<file path="src/rtl/cci_mpf_prim_buffer_lockstep_nch.sv">
//
// cci_mpf_prim_buffer_lockstep_nch
//
// Lockstep request buffer. Each FIFO entry carries N_CHANNELS payloads
// together with a per-channel valid mask. Requests that arrive in the same
// cycle therefore leave in the same relative order. The consumer can retire
// channels of the head entry one at a time (deq_ch) or drop the whole head
// entry at once (deq_all). The head entry is popped when its last remaining
// valid channel is consumed.
//
// Ports
//   clk           sole clock, rising edge
//   reset_n       asynchronous, active-low reset
//   enq_data      N_CHANNELS x DATA_BITS payload; channel i is [i*DATA_BITS +: DATA_BITS]
//   enq_valid     per-channel valid; an entry is written when any bit is set
//   not_full      room for at least one more entry
//   almost_full   free slots <= THRESHOLD
//   first_data    payload of the head entry
//   first_valid   channels of the head entry not yet consumed (0 when empty)
//   not_empty     at least one entry is buffered
//   deq_all       pop the head entry regardless of its remaining valids
//   deq_ch        consume individual channels of the head entry
//   count         current occupancy
//   overflow_err  sticky: an enqueue was attempted while full
//   underflow_err sticky: a dequeue was attempted on an empty buffer or
//                 on a channel that is not valid at the head
//
module cci_mpf_prim_buffer_lockstep_nch #(
   parameter int N_CHANNELS = 2,
   parameter int DATA_BITS  = 64,
   parameter int THRESHOLD  = 8,
   parameter int N_ENTRIES  = THRESHOLD + 2
) (
   input  logic                               clk,
   input  logic                               reset_n,

   input  logic [N_CHANNELS*DATA_BITS-1:0]    enq_data,
   input  logic [N_CHANNELS-1:0]              enq_valid,
   output logic                               not_full,
   output logic                               almost_full,

   output logic [N_CHANNELS*DATA_BITS-1:0]    first_data,
   output logic [N_CHANNELS-1:0]              first_valid,
   output logic                               not_empty,
   input  logic                               deq_all,
   input  logic [N_CHANNELS-1:0]              deq_ch,

   output logic [$clog2(N_ENTRIES+1)-1:0]     count,
   output logic                               overflow_err,
   output logic                               underflow_err
);

   localparam int CW = $clog2(N_ENTRIES + 1);
   localparam int PW = $clog2(N_ENTRIES);

   logic [N_CHANNELS*DATA_BITS-1:0] mem [N_ENTRIES];
   logic [N_CHANNELS-1:0]           vmask [N_ENTRIES];

   logic [PW-1:0]         wr_ptr;
   logic [PW-1:0]         rd_ptr;

   logic                  enq;
   logic                  push;
   logic                  pop;
   logic                  deq_any;
   logic                  partial_upd;
   logic                  overflow_set;
   logic                  underflow_set;
   logic [N_CHANNELS-1:0] head_mask;
   logic [N_CHANNELS-1:0] legal;
   logic [N_CHANNELS-1:0] remain;

   // Pointers wrap at N_ENTRIES, so the depth need not be a power of two.
   function automatic logic [PW-1:0] ptr_inc(input logic [PW-1:0] p);
      if (p == PW'(N_ENTRIES - 1)) begin
         return '0;
      end
      return p + PW'(1);
   endfunction

   // All status outputs come from the registered count, so there is no
   // combinational path from enq/deq inputs to any output.
   always_comb begin
      not_empty   = (count != '0);
      not_full    = (count < CW'(N_ENTRIES));
      almost_full = ((CW'(N_ENTRIES) - count) <= CW'(THRESHOLD));
      head_mask   = vmask[rd_ptr];
      first_data  = mem[rd_ptr];
      first_valid = head_mask & {N_CHANNELS{not_empty}};
   end

   // Push/pop decisions for this cycle. Full is judged on the registered
   // count, so a dequeue in the same cycle does not make room. deq_all takes
   // priority over deq_ch. An empty buffer never bypasses, because
   // first_valid is zero while empty.
   always_comb begin
      enq           = |enq_valid;
      push          = enq & not_full;
      deq_any       = deq_all | (|deq_ch);
      legal         = deq_ch & first_valid;
      remain        = head_mask & ~legal;
      partial_upd   = not_empty & ~deq_all & (|legal);
      pop           = not_empty & (deq_all | ((|legal) & (remain == '0)));
      overflow_set  = enq & ~not_full;
      underflow_set = (deq_any & ~not_empty) |
                      (~deq_all & (|(deq_ch & ~first_valid)));
   end

   // Payload storage has no reset. A slot only becomes visible after it has
   // been written, so stale contents are never observed as valid.
   always_ff @(posedge clk) begin
      if (push) begin
         mem[wr_ptr] <= enq_data;
      end
   end

   // Valid masks, pointers, occupancy and sticky error flags. The write slot
   // and the head slot coincide only when the buffer is empty or full. Neither
   // case allows both a push and a head update, so the two writes to vmask
   // never collide.
   always_ff @(posedge clk or negedge reset_n) begin
      if (!reset_n) begin
         for (int i = 0; i < N_ENTRIES; i++) begin
            vmask[i] <= '0;
         end
         wr_ptr        <= '0;
         rd_ptr        <= '0;
         count         <= '0;
         overflow_err  <= 1'b0;
         underflow_err <= 1'b0;
      end
      else begin
         if (partial_upd) begin
            vmask[rd_ptr] <= remain;
         end
         if (push) begin
            vmask[wr_ptr] <= enq_valid;
            wr_ptr        <= ptr_inc(wr_ptr);
         end
         if (pop) begin
            rd_ptr <= ptr_inc(rd_ptr);
         end
         count <= count + CW'(push) - CW'(pop);
         if (overflow_set) begin
            overflow_err <= 1'b1;
         end
         if (underflow_set) begin
            underflow_err <= 1'b1;
         end
      end
   end

endmodule
</file>
<file path="config.mk">
export PLATFORM = sky130hd
export DESIGN_NAME = cci_mpf_prim_buffer_lockstep_nch
export DESIGN_NICKNAME = d
export VERILOG_FILES = /design/src/rtl/cci_mpf_prim_buffer_lockstep_nch.sv
export SDC_FILE = /design/constraint.sdc
export NUM_CORES = 1
export LEC_CHECK = 0
export CAP_MARGIN = 20
export CORE_ASPECT_RATIO = 1.75
export CORE_MARGIN = 4
export CORE_UTILIZATION = 54
export CTS_CLUSTER_DIAMETER = 30
export DETAILED_ROUTE_END_ITERATION = 8
export PLACE_DENSITY_LB_ADDON = 0.08
export SETUP_SLACK_MARGIN = 0.05
export SYNTH_ARGS = -nofsm -noshare
export SYNTH_HDL_FRONTEND = slang
export SYNTH_SLANG_ARGS = --single-unit
</file>
<file path="constraint.sdc">
create_clock -name clk -period 4.9 [get_ports clk]
set_input_delay 0.98 -clock clk [delete_from_list [all_inputs] [get_ports clk]]
set_output_delay 0.98 -clock clk [all_outputs]
set_load 0.05 [all_outputs]
</file>
==> results.py <==
metrics = {
    "yosys": {
        "post-synth-top-area-fraction": 0.758,
        "yosysWarningCount": 0,
        "ys_ff_latch": 1314,
        "syn_area_per_cell_um2": 20.8,
        "dominantRegCellSynth": "sky130_fd_sc_hd__edfxtp_1",
        "synth_edf_count": 1280,
        "ys_seq_area_frac": 0.775,
        "ys_top_cells_by_area": "sky130_fd_sc_hd__edfxtp_1, sky130_fd_sc_hd__mux4_2, sky130_fd_sc_hd__mux2i_1",
        "synthesis.area_um2": 50700,
        "yosys.area.top_type": "sky130_fd_sc_hd__edfxtp_1",
        "syn_nets": 2584,
        "synthArstFlopShare": 0.0259,
        "yosys.cell_types.count": 52,
        "synth_cells": 2441,
    },
    "die": {
        "rows": 148,
        "ioPinCount": 274,
        "die_w_um": 240,
        "die_area_um2": 99100,
        "core_region_area_um2": 93100,
        "initial_utilization": 0.544,
        "die_h_um": 413,
    },
    "sta": {
        "timing.clock.skew_ps": 15.1,
        "timing.final.crit_period_ps": 4720,
        "report.final.slew_viol_count": 0,
        "worst-slew-pin-transition_ps": 914,
        "fmax_mhz": 212,
        "rsz0062_at_grt": "false",
        "final_min_period_over_clock_period": 0.963,
        "fin_hold_viols": 0,
        "timing.slew.headroom": 0.391,
        "setup_viol": 0,
        "finalSetupTns_ps": 0,
        "setup_slack_ps": 180,
    },
    "finish": {
        "layout.cells.non_filler": 4191,
        "layout-drive-gt1-share": 0.246,
        "fin_nets": 2992,
        "top_library_cells_by_usage_in_the_layout_fill_and_taps_aside": "sky130_fd_sc_hd__edfxtp_1, sky130_fd_sc_hd__mux4_2, sky130_fd_sc_hd__clkdlybuf4s50_1",
        "mostFrequentLayoutCell": "sky130_fd_sc_hd__edfxtp_1",
        "area_added_between_synthesis_and_finish_pct": 20.9,
        "summed_area_of_non_filler_cells_in_the_final_layout_um2": 61300,
        "multi_input_area_um2": 10800,
        "final-seq-area_um2": 39300,
        "layout_filler_cell_count": 6148,
    },
    "pwr": {
        "max-vdd-ir-drop_v": 0.000605,
        "cellLeakagePower_nw": 20.1,
        "fin_total_pwr_w": 0.0419,
        "power.density_nw_per_um2": 684,
    },
    "critical_path": {
        "minimum_setup_slack_among_reg_to_reg_paths_ps": 1170,
        "max_stage_delay_ps": 880,
        "critical_path.reg2reg.endpoint": "count[2]$_DFF_PN0_",
        "cells_along_the_critical_path": "inv_6 > buf_4 > and2_1 > a211oi_1 > a21oi_1 > clkdlybuf4s50_1",
        "critical_path.startpoint_type": "flip-flop",
        "timing.critical_path.buf_inv": 3,
        "worst_path_dominant_cell_family": "buffers and inverters",
        "critPathSlowestCell": "sky130_fd_sc_hd__clkdlybuf4s50_1",
        "timing_worst_setup_path_type": "flip-flop to primary output",
        "timing.reg2reg.worst_path_depth": 13,
        "critPathRequiredTime_ps": 3920,
        "r2r-start": "rd_ptr[0]$_DFFE_PN0P_",
        "worst_path_arrival_ps": 3740,
        "critPathMaxFanout": 45,
        "crit_path_end_kind": "primary output",
    },
    "global_routing": {
        "total_gr_overflow": 0,
        "first_global_vias": 27151,
        "gr-usage-all-layers": 0.243,
        "grt_pass1_wl_um": 176000,
        "grt_max_degree": 70,
        "number_of_antenna_violations_at_the_first_check_in_global_routing": 15,
    },
    "routing": {
        "detail_route_antenna_nets": 0,
        "detail_route.vias_per_cell": 6.04,
        "drt_first_iter_violations": 1711,
        "route.detailed.drc": 0,
        "drt_pre_antenna_iters": 5,
        "finalWirelength_um": 118000,
        "dr_total_vias": 25304,
        "wl_per_cell_um": 28.2,
    },
    "placement": {
        "dp.cells": 3884,
        "buffer_ports.inserted": 273,
        "preCtsSetupSlack_ps": 606,
        "dp.final_hpwl_um": 67700,
        "postPlaceCellArea_um2": 55700,
        "gp_congestion": 0.786,
    },
    "worst_hold_path": {
        "min-delay-start": "overflow_err$_DFFE_PN0P_",
        "holdPathEnd": "overflow_err$_DFFE_PN0P_",
        "hold_class": "flip-flop to flip-flop",
        "min_path_cells": 1,
    },
    "cts": {
        "htree_num_levels": 4,
        "hold_buffers": 0,
        "cts_max_path_buffers": 3,
        "tritoncts": "yes",
        "cts_root_buffer": "sky130_fd_sc_hd__clkbuf_16",
        "cts-buffers-inserted": 156,
        "clock_transition_at_the_registers_of_the_reported_paths_ps": 60,
        "clock_sink_count": 1314,
        "clk-insertion-delay-late_ps": 740,
    },
    "status": {
        "outcome": "finished clean",
    },
    "flow_run": {
        "max_cap_viols": 0,
    },
}
==> routing by layer <==
layer  part of all wire  global-route usage
met1               0.38               0.309
met2               0.53               0.427
met3              0.067              0.0574
met4              0.018              0.0566
met5            0.00052                   0
==> cell usage after synthesis (all sizes together), types with 2 or more instances <==
cell type  count
o211a          2
nor3           6
clkbuf        91
nand2b         8
a21oi        141
a211o          2
mux2           3
nor2          29
a31oi         18
ha             7
inv           20
edfxtp      1280
or3            4
nand3         13
mux4         258
nor2b         10
mux2i        134
a21o           2
or2            4
a221oi         2
xor2           3
nand3b         2
dfrtp         34
a22oi          2
xnor2          3
buf           48
and2         134
o21ai         22
a22o           3
nand2         11
nor3b          2
a211oi       128
==> metrics by stage <==
stage           util  hold slack [ps]
2_1_floorplan      -              506
3_3_place_gp   0.598              456
3_5_place_dp   0.598              447
4_1_cts        0.658              458
5_1_grt        0.658              467
6_report       0.658              457
==> power by group <==
group	internal, W	total [W]	switching, W	leakage [nW]
clock	0.00719	0.0119	0.00471	2.63
sequential	0.0138	0.0144	0.000601	12.0
combinational	0.00586	0.0156	0.00973	5.53
==> sequential cells by signal, indices dropped and copies added (netlist names) <==
name           flops
rd_ptr             4
wr_ptr             4
overflow_err       1
underflow_err      1
mem             1280
count              4
vmask             20
==> kinds of logic (layout without fill, tap and decap cells) <==
group           Yosys count  in the layout  share of synthesized area
simple gates            227            227                     0.0257
buf+inv                 159            702                     0.0129
flops                  1314           1314                      0.775
xor+xnor                  6              6                    0.00104
fa+ha+maj                 8              8                    0.00212
other cells               0              7                          0
mux                     395            395                      0.142
compound gates          332            332                     0.0418
==> how the worst max path moves through the flow <==
stage / startpoint / end / slack [ps] / cells past startpoint
global route: rd_ptr[2]$_DFFE_PN0P_ / first_data[20] / 90 / 6
global placement: rd_ptr[0]$_DFFE_PN0P_ / first_data[110] / 650 / 6
floorplan: count[2]$_DFF_PN0_ / mem[0][0]$_DFFE_PP_ / 60 / 7
finish: rd_ptr[2]$_DFFE_PN0P_ / first_data[110] / 180 / 6
detailed placement: rd_ptr[0]$_DFFE_PN0P_ / first_data[96] / 610 / 6
CTS: rd_ptr[2]$_DFFE_PN0P_ / first_data[9] / 80 / 6
==> worst register-to-register path, stage by stage, from the launching register on <==
cell and delay (ps):
sky130_fd_sc_hd__dfrtp_4 420, sky130_fd_sc_hd__buf_12 170, sky130_fd_sc_hd__buf_12 270, sky130_fd_sc_hd__mux4_2 560, sky130_fd_sc_hd__or2_1 260, sky130_fd_sc_hd__a32o_1 290, sky130_fd_sc_hd__o31a_1 310, sky130_fd_sc_hd__and2_1 220
sky130_fd_sc_hd__ha_1 270, sky130_fd_sc_hd__inv_1 50, sky130_fd_sc_hd__ha_1 150, sky130_fd_sc_hd__inv_1 60, sky130_fd_sc_hd__fa_1 410, sky130_fd_sc_hd__xor2_1 170
==> layout make-up <==
type                            instances  share of cell area
Multi-Input combinational cell        968               0.176
Antenna cell                            7            0.000286
Timing Repair Buffer                  389              0.0672
Clock buffer                          179              0.0685
Inverter                               20             0.00192
Tap cell                             1200              0.0245
Clock inverter                        114              0.0207
Sequential cell                      1314               0.641
==> what timing repair did <==
| action | 4_1_cts | 5_1_grt |
|---|---|---|
| setup buffers | 7 | 0 |
| gates resized for setup | 1 | 4 |
| endpoints found under the hold margin | 0 | 0 |
| endpoints found under the setup margin | 77 | 4 |
No activity file was read; power rests on OpenSTA's default activity.
